**src/rtl/tpu_pkg.sv**
```systemverilog
// rtl/tpu_pkg.sv - shared TPU types for the systolic feed path
package tpu_pkg;

    typedef logic [7:0] byte_type;

    typedef enum logic [1:0] {
        IDLE   = 2'd0,
        FETCH  = 2'd1,
        DRAIN  = 2'd2,
        FINISH = 2'd3
    } feed_state_t;

endpackage

```
**src/rtl/systolic_feed_controller.sv**
```systemverilog
// rtl/systolic_feed_controller.sv - streams buffer rows into the systolic setup unit
// Optional SYSTOLIC_FEED_DRAIN_EN appends MATRIX_WIDTH-1 zero rows to flush the skew.
module systolic_feed_controller
    import tpu_pkg::*;
#(
    parameter int MATRIX_WIDTH = 14,
    parameter int ADDR_WIDTH   = 24
) (
    input  logic                             clk,
    input  logic                             rst,
    input  logic                             start,
    input  logic [ADDR_WIDTH-1:0]            base_addr,
    input  logic [15:0]                      row_count,
    input  logic                             stall,
    output logic                             buf_rd_en,
    output logic [ADDR_WIDTH-1:0]            buf_rd_addr,
    input  byte_type [MATRIX_WIDTH-1:0]      buf_rd_data,
    output logic                             setup_enable,
    output byte_type [MATRIX_WIDTH-1:0]      setup_data,
    output logic                             row_valid,
    output logic                             busy,
    output logic                             done
);

`ifdef SYSTOLIC_FEED_DRAIN_EN
    localparam int DRAIN_CYCLES = MATRIX_WIDTH - 1;
    localparam int DW           = $clog2(MATRIX_WIDTH) + 1;
    logic [DW-1:0] drain_q, drain_d;
`endif

    feed_state_t                  state_q, state_d;
    logic [ADDR_WIDTH-1:0]        addr_q, addr_d;
    logic [15:0]                  count_q, count_d;
    logic [15:0]                  issued_q, issued_d;
    logic [15:0]                  rows_q, rows_d;
    logic                         rd_pend_q, rd_pend_d;
    logic                         hold_vld_q, hold_vld_d;
    byte_type [MATRIX_WIDTH-1:0]  hold_q, hold_d;

    logic rd_issue;
    logic row_present;

    assign rd_issue    = (state_q == FETCH) && !stall && (issued_q != count_q);
    assign row_present = (state_q == FETCH) && !stall && (hold_vld_q || rd_pend_q);

    always_comb begin
        state_d    = state_q;
        addr_d     = addr_q;
        count_d    = count_q;
        issued_d   = issued_q;
        rows_d     = rows_q;
        rd_pend_d  = rd_issue;
        hold_vld_d = hold_vld_q;
        hold_d     = hold_q;
`ifdef SYSTOLIC_FEED_DRAIN_EN
        drain_d    = drain_q;
`endif

        // A stalled return parks in the hold slot; reads pause during stall so it never overflows.
        if (rd_pend_q && stall) begin
            hold_vld_d = 1'b1;
            hold_d     = buf_rd_data;
        end else if (row_present && hold_vld_q) begin
            hold_vld_d = 1'b0;
        end

        if (rd_issue) begin
            addr_d   = addr_q + 1'b1;
            issued_d = issued_q + 16'd1;
        end
        if (row_present) begin
            rows_d = rows_q + 16'd1;
        end

        case (state_q)
            IDLE: begin
                if (start) begin
                    addr_d   = base_addr;
                    count_d  = row_count;
                    issued_d = '0;
                    rows_d   = '0;
                    state_d  = (row_count == 16'd0) ? FINISH : FETCH;
                end
            end
            FETCH: begin
                if (row_present && (rows_q + 16'd1 == count_q)) begin
`ifdef SYSTOLIC_FEED_DRAIN_EN
                    state_d = (DRAIN_CYCLES > 0) ? DRAIN : FINISH;
                    drain_d = '0;
`else
                    state_d = FINISH;
`endif
                end
            end
            DRAIN: begin
`ifdef SYSTOLIC_FEED_DRAIN_EN
                if (!stall) begin
                    if (drain_q == DW'(DRAIN_CYCLES - 1)) begin
                        state_d = FINISH;
                    end else begin
                        drain_d = drain_q + 1'b1;
                    end
                end
`else
                state_d = FINISH;
`endif
            end
            default: state_d = IDLE;
        endcase
    end

    always_ff @(posedge clk) begin
        if (rst) begin
            state_q    <= IDLE;
            addr_q     <= '0;
            count_q    <= '0;
            issued_q   <= '0;
            rows_q     <= '0;
            rd_pend_q  <= 1'b0;
            hold_vld_q <= 1'b0;
            hold_q     <= '0;
`ifdef SYSTOLIC_FEED_DRAIN_EN
            drain_q    <= '0;
`endif
        end else begin
            state_q    <= state_d;
            addr_q     <= addr_d;
            count_q    <= count_d;
            issued_q   <= issued_d;
            rows_q     <= rows_d;
            rd_pend_q  <= rd_pend_d;
            hold_vld_q <= hold_vld_d;
            hold_q     <= hold_d;
`ifdef SYSTOLIC_FEED_DRAIN_EN
            drain_q    <= drain_d;
`endif
        end
    end

    // Outputs are decoded from state, so they are masked while reset is held.
    always_comb begin
        buf_rd_en    = !rst && rd_issue;
        buf_rd_addr  = rst ? '0 : addr_q;
        setup_enable = !rst && (row_present || ((state_q == DRAIN) && !stall));
        row_valid    = !rst && row_present;
        busy         = !rst && ((state_q == FETCH) || (state_q == DRAIN));
        done         = !rst && (state_q == FINISH);
        setup_data   = '0;
        if (!rst) begin
            if (hold_vld_q) begin
                setup_data = hold_q;
            end else if (rd_pend_q) begin
                setup_data = buf_rd_data;
            end
        end
    end

endmodule

```
**config.mk**
```make
export PLATFORM = sky130hd
export DESIGN_NAME = systolic_feed_controller
export DESIGN_NICKNAME = d
export VERILOG_FILES = /design/src/rtl/tpu_pkg.sv /design/src/rtl/systolic_feed_controller.sv
export SDC_FILE = /design/constraint.sdc
export NUM_CORES = 1
export LEC_CHECK = 0
export CORE_UTILIZATION = 45
export DETAILED_ROUTE_END_ITERATION = 16
export GPL_TIMING_DRIVEN = 0
export PLACE_DENSITY_LB_ADDON = 0.25
export SLEW_MARGIN = 20
export SYNTH_ARGS = -nofsm -noshare
export SYNTH_HDL_FRONTEND = slang
export SYNTH_SLANG_ARGS = --single-unit
```
**constraint.sdc**
```tcl
create_clock -name clk -period 4.7 [get_ports clk]
set_input_delay 0.94 -clock clk [delete_from_list [all_inputs] [get_ports clk]]
set_output_delay 0.94 -clock clk [all_outputs]
set_load 0.01 [all_outputs]
```
==> results of run 1 <==
-- cell families (layout without fill, tap and decap cells) --
kind of cell | after synthesis | after routing
AND/OR/NAND/NOR | 822 | 822
adder cells (fa/ha/maj) | 7 | 7
buffers and inverters | 129 | 456
other | 0 | 1
XOR/XNOR | 86 | 86
flip-flops | 188 | 188
AO/OA/AOI/OAI | 302 | 302
-- layer usage --
| layer | track usage | vias to the layer above | part of all wire |
|---|---|---|---|
| met3 | 0.0791 | 75 | 0.082 |
| li1 | - | 5655 | - |
| met1 | 0.351 | 5335 | 0.41 |
| met5 | 0 | - | 0 |
| met4 | 0.129 | 0 | 0.032 |
| met2 | 0.495 | 470 | 0.48 |
-- per-stage QoR --
| stage | cell area [µm²] | instances |
|---|---|---|
| 2_1_floorplan | 10300 | 1534 |
| 3_3_place_gp | 13600 | 2109 |
| 3_5_place_dp | 13600 | 2109 |
| 4_1_cts | 14200 | 2141 |
| 5_1_grt | 14200 | 2142 |
| 6_report | 14200 | 2142 |
-- layout make-up --
cell class	count	area, µm²	share of cell area
Clock inverter	14	153	0.0108
Timing Repair Buffer	295	2950	0.208
Tap cell	280	350	0.0247
Inverter	7	26.3	0.00185
Buffer	122	484	0.0342
Sequential cell	188	3760	0.266
Antenna cell	1	2.50	0.000177
Clock buffer	18	429	0.0303
Multi-Input combinational cell	1217	6010	0.424
-- worst paths after layout --
kind,cells past startpoint,from,slack (ns),endpoint
min reg2reg,2,hold_q[43],0.46,hold_q[43]
max reg2reg,10,state_q[1],2.07,rows_q[15]
min,2,hold_q[43],0.46,hold_q[43]
max,7,stall,0.19,setup_enable
-- power by group --
group          internal, mW  total [mW]  switching, mW
clock                 0.753        1.46          0.708
combinational         0.413       0.928          0.515
sequential             1.68        1.77         0.0897
total                  2.85        4.16           1.31
-- Yosys cell counts, types with 4 or more instances --
| library cell | n |
|---|---|
| a211oi_1 | 24 |
| a21oi_1 | 251 |
| and2_1 | 5 |
| and3_1 | 9 |
| and4_1 | 4 |
| buf_1 | 10 |
| buf_2 | 6 |
| clkbuf_1 | 102 |
| dfxtp_1 | 188 |
| ha_1 | 7 |
| inv_1 | 7 |
| nand2_1 | 396 |
| nand2b_1 | 4 |
| nand3_1 | 25 |
| nand4_1 | 20 |
| nor2_1 | 294 |
| nor2b_1 | 27 |
| nor3_1 | 9 |
| nor4_1 | 6 |
| o2111ai_1 | 4 |
| o21ai_0 | 8 |
| or3_1 | 4 |
| xnor2_1 | 41 |
| xor2_1 | 43 |
-- sequential cells by signal, summed over array words and instances (netlist names) --
register,count
addr_q,24
count_q,16
hold_q,112
hold_vld_q,1
issued_q,16
rd_pend_q,1
rows_q,16
state_q,2
-- worst register-to-register path, cell delays in order, from the launching register on --
cell and delay, ns:
dfxtp_1 0.38, inv_1 0.08, ha_1 0.21, nand2b_1 0.24
clkbuf_1 0.47, or2_2 0.21, clkbuf_1 0.38, nor2_1 0.18
nand3_1 0.13, xor2_1 0.16, nor2_1 0.05
==> run_results.csv, run 1 <==
group,metric,value,unit
outcome,outcome,"finished, final reports clean",
yosys,synth_cells,1534,
detailed_routing,postRouteAntennaNets,0,
cts,post_cts_buffers,0,
timing,fin_tns_setup,0,ns
cts,cts_hold_buf,0,
cts,clkLatencyLatePin,0.45,ns
timing,final-hold-violation-count,0,
yosys,synth_seq_cells,188,
detailed_routing,first_iter_violations,817,
worst_setup_path,worst_ep_required_time,3.76,ns
cts,cts-root-buf,"clkbuf_16",
pwr,power,4.16,mW
timing,final_max_slew_viol_count,0,
detailed_routing,drc,0,
worst_setup_path,crit_family,"buffers and inverters",
timing,finalSetupViolations,0,
cts,cts_sinks,188,
cts,cts_buffers,17,
yosys,synth_top_cell_by_area,"dfxtp_1",
grt,grt_usage,0.294,
pwr,p_leak,4.94,nW
worst_setup_path,path_max_fanout,10,
pwr,peakVddDrop,0.201,mV
layout,fill_cells,2006,
yosys,synth-xor-area-share,0.0761,
layout,fin_nets,2011,
cts,cts_resized,0,
hold_path,hold_path_class,"reg2reg",
worst_setup_path,cp.arrival,3.57,ns
floorplan,die-area,23500,µm²
yosys,syn_avg_cell_area,6.71,µm²
grt,antenna_found_initial,2,
grt,overflow,0,
pwr,p_per_area,293,nW/µm²
timing,timing.hold.ws,0.458,ns
cts,cts-htree-levels,4,
timing,period_minus_slack,4.51,ns
placement,pre_cts_slack,0.207,ns
cts,clockBufferDepth,2,
yosys,synth-edff-count,0,
placement,portBuffers,295,
yosys,synth_top_family_by_area,"simple AND/OR/NAND/NOR gates",
grt,first_global_vias,10900,
timing,post-route-period-util,0.960,
grt,grt_pass1_wl,55.2,mm
detailed_routing,routed_via_density,5.39,
layout,layout_common_cells,"nand2_1 (396), clkdlybuf4s50_1 (295), nor2_1 (294)",
worst_setup_path,critPathCaptureType,"output pin",
yosys,synthMuxAreaShare,0,
cts,cts_tree,"done",
detailed_routing,totalWireLength,35.4,mm
yosys,synth_area_leaders,"dfxtp_1 (37%), nand2_1 (14%), a21oi_1 (12%)",
timing,worst_slack,0.186,ns
detailed_routing,drt-pass1-iter-count,6,
worst_setup_path,cpPeakStageDelay,0.62,ns
yosys,ys_types,54,
run,maxCapViolCount,0,
layout,drive_gt1_frac,0.0312,
worst_setup_path,crit_slowest_cell,"clkdlybuf4s50_1",
layout,syn2layout_area_growth,37.8,%
floorplan,dieWidth,153,µm
placement,gp_congestion,0.910,
layout,fin_util,0.642,
placement,dpl.hpwl,26.3,mm
floorplan,fp.coreArea,22100,µm²
yosys,synth_seq_area_share,0.366,
yosys,synth_top_area_share,0.366,
detailed_routing,wl_per_cell,16.5,µm
detailed_routing,num_vias,11500,
worst_setup_path,path_class,"in2out",
yosys,yosys.area_share.simple,0.339,
yosys,yosys_warnings,0,
floorplan,fp.dieH,153,µm
timing,fin_skew,0.0120,ns
cts,clkTransAtPathRegs,0.08,ns
yosys,netlist_area,10300,µm²
worst_setup_path,crit_buf_inv,4,
worst_setup_path,start_kind,"primary input",
floorplan,start_util,0.466,
timing,fmax,222,MHz
grt,grt_max_degree,19,
floorplan,fp-row-count,54,
timing,max-slew-margin-rel,0.521,
timing,rsz0062_at_grt,"no",
layout,final_common_cell,"nand2_1",
yosys,async_flop_share,0,
worst_setup_path,crit_chain,"clkdlybuf4s50_1, nand2b_1, clkbuf_1, or2_2, clkbuf_1, a21oi_1, clkdlybuf4s50_1",
yosys,synth_fa_ha_area_frac,0.00851,
yosys,synth-compound-area-share,0.161,
floorplan,pin_count,297,
yosys,synth_nets,1697,
timing,tightest_slew,0.712,ns
yosys,synthFlopType,"dfxtp_1",
No activity file was read; power rests on OpenSTA's default activity.
==> inputs of run 2 (changes only) <==
--- a/config.mk
+++ b/config.mk
@@ -5,11 +5,11 @@
 export SDC_FILE = /design/constraint.sdc
 export NUM_CORES = 1
 export LEC_CHECK = 0
+export CORE_MARGIN = 2
 export CORE_UTILIZATION = 45
 export DETAILED_ROUTE_END_ITERATION = 16
-export GPL_TIMING_DRIVEN = 0
+export GPL_TIMING_DRIVEN = 1
 export PLACE_DENSITY_LB_ADDON = 0.25
-export SLEW_MARGIN = 20
 export SYNTH_ARGS = -nofsm -noshare
 export SYNTH_HDL_FRONTEND = slang
 export SYNTH_SLANG_ARGS = --single-unit
==> run_results.csv, run 2 (synthesis gave the netlist of run 1 again) <==
group,metric,value,unit
outcome,outcome,"finished, final reports clean",
worst_setup_path,cp.arrival,2.76,ns
worst_setup_path,critPathCaptureType,"output pin",
pwr,p_leak,4.88,nW
timing,worst_slack,0.999,ns
timing,period_minus_slack,3.70,ns
layout,fin_util,0.617,
pwr,peakVddDrop,0.199,mV
floorplan,start_util,0.456,
detailed_routing,num_vias,10800,
worst_setup_path,cp-endpoint,"setup_enable",
worst_setup_path,path_class,"in2out",
run,maxCapViolCount,0,
worst_setup_path,worst_ep_required_time,3.76,ns
timing,finalSetupViolations,0,
worst_setup_path,crit_chain,"clkdlybuf4s50_1, nand2b_1, or2_2, a21oi_1, clkdlybuf4s50_1",
placement,dp_cells,2013,
layout,largest_reg_flops,112,
hold_path,hold_path_class,"reg2reg",
layout,final_common_cell,"nand2_1",
pwr,p_per_area,294,nW/µm²
timing,final-hold-violation-count,0,
timing,fin_skew,0.0133,ns
cts,cts_resized,0,
detailed_routing,met1_length,13.4,mm
floorplan,fp-row-count,55,
worst_setup_path,worstRegToRegCells,8,
worst_setup_path,cpPeakStageDelay,0.57,ns
worst_setup_path,crit_path_frequent_cell,"clkdlybuf4s50_1",
floorplan,pin_count,297,
cts,post_cts_buffers,0,
cts,clkTransAtPathRegs,0.06,ns
detailed_routing,met3_wirelength,2.26,mm
grt,overflow,0,
timing,fin_tns_setup,0,ns
detailed_routing,drc,0,
layout,fin_nets,1910,
placement,gp_congestion,0.849,
grt,first_global_vias,10300,
worst_setup_path,rr_endpoint,"state_q[0]",
placement,portBuffers,296,
detailed_routing,routed_via_density,5.27,
worst_setup_path,setup.worst_path.start,"stall",
timing,tightest_slew,1.25,ns
cts,cts-root-buf,"clkbuf_16",
floorplan,fp.coreArea,22600,µm²
cts,cts_buffers,17,
layout,layout_common_cells,"nand2_1 (394), clkdlybuf4s50_1 (295), nor2_1 (294)",
detailed_routing,postRouteAntennaNets,0,
cts,cts_sinks,188,
timing,final_max_slew_viol_count,0,
detailed_routing,totalWireLength,30.7,mm
worst_setup_path,crit_slowest_cell,"clkdlybuf4s50_1",
detailed_routing,topRoutingLayerUsed,"met4",
worst_setup_path,reg2reg_from,"rows_q[0]",
grt,grt_usage,0.251,
detailed_routing,first_iter_violations,669,
floorplan,dieWidth,155,µm
detailed_routing,met2_length,14.4,mm
placement,pre_cts_slack,0.986,ns
timing,fmax,270,MHz
grt,grt_pass1_wl,50.0,mm
worst_setup_path,path_max_fanout,9,
placement,dpl.hpwl,21.1,mm
cts,clockBufferDepth,2,
layout,syn2layout_area_growth,35.3,%
floorplan,die-area,24100,µm²
cts,cts-htree-levels,4,
cts,clkLatencyLatePin,0.43,ns
layout,regMostFlops,"hold_q",
layout,largestRegisters,"hold_q (112), addr_q (24)",
cts,cts_tree,"done",
timing,post-route-period-util,0.788,
detailed_routing,wl_per_cell,15.0,µm
cts,cts_hold_buf,0,
floorplan,fp.dieH,155,µm
worst_setup_path,start_kind,"primary input",
detailed_routing,drt-pass1-iter-count,5,
worst_setup_path,regToRegSetupSlack,2.02,ns
timing,max-slew-margin-rel,0.168,
timing,rsz0062_at_grt,"no",
grt,grt_max_degree,108,
layout,stdcell_count,2046,
layout,drive_gt1_frac,0.0420,
grt,antenna_found_initial,1,
==> run 2: how the worst min path moves through the flow <==
stage | end | depth (start not counted) | startpoint
after global routing | hold_q[88] | 2 | hold_q[88]
after CTS | hold_q[101] | 2 | hold_q[101]
after detailed placement | hold_q[101] | 2 | hold_q[101]
after global placement | hold_q[15] | 2 | hold_q[15]
final | hold_q[96] | 2 | hold_q[96]
after floorplan | hold_q[0] | 2 | hold_q[0]
==> run 2: final cells by class <==
type,instances,area [µm²]
Sequential cell,188,3770
Clock buffer,18,429
Timing Repair Buffer,316,3170
Clock inverter,14,145
Fill cell,2076,8650
Antenna cell,1,2.50
Tap cell,285,357
Inverter,7,26.3
Multi-Input combinational cell,1217,6020
==> run 2: routing by layer <==
metal,vias up,track usage
li1,5447,-
met4,0,0.0782
met5,-,0
met2,333,0.417
met3,47,0.0621
met1,4947,0.322
==> run 2: critical path, delay by kind of cell <==
family / cells / cell delay [ns]
buf+inv: 2 / 1.05
simple gates: 2 / 0.59
compound gates: 1 / 0.18
==> run 2: per-stage QoR <==
step | hold slack, ns | instance area (µm²) | total power, mW
3_5_place_dp | 0.446 | 13300 | 2.68
6_report | 0.456 | 13900 | 4.09
2_1_floorplan | 0.436 | 10300 | 2.30
4_1_cts | 0.457 | 13900 | 4.12
5_1_grt | 0.475 | 13900 | 4.28
3_3_place_gp | 0.441 | 13300 | 2.67
==> run 2: power breakdown <==
| group | total (mW) | internal (mW) | switching [mW] |
|---|---|---|---|
| sequential | 1.80 | 1.68 | 0.121 |
| combinational | 0.847 | 0.409 | 0.439 |
| clock | 1.45 | 0.754 | 0.691 |
| total | 4.09 | 2.84 | 1.25 |
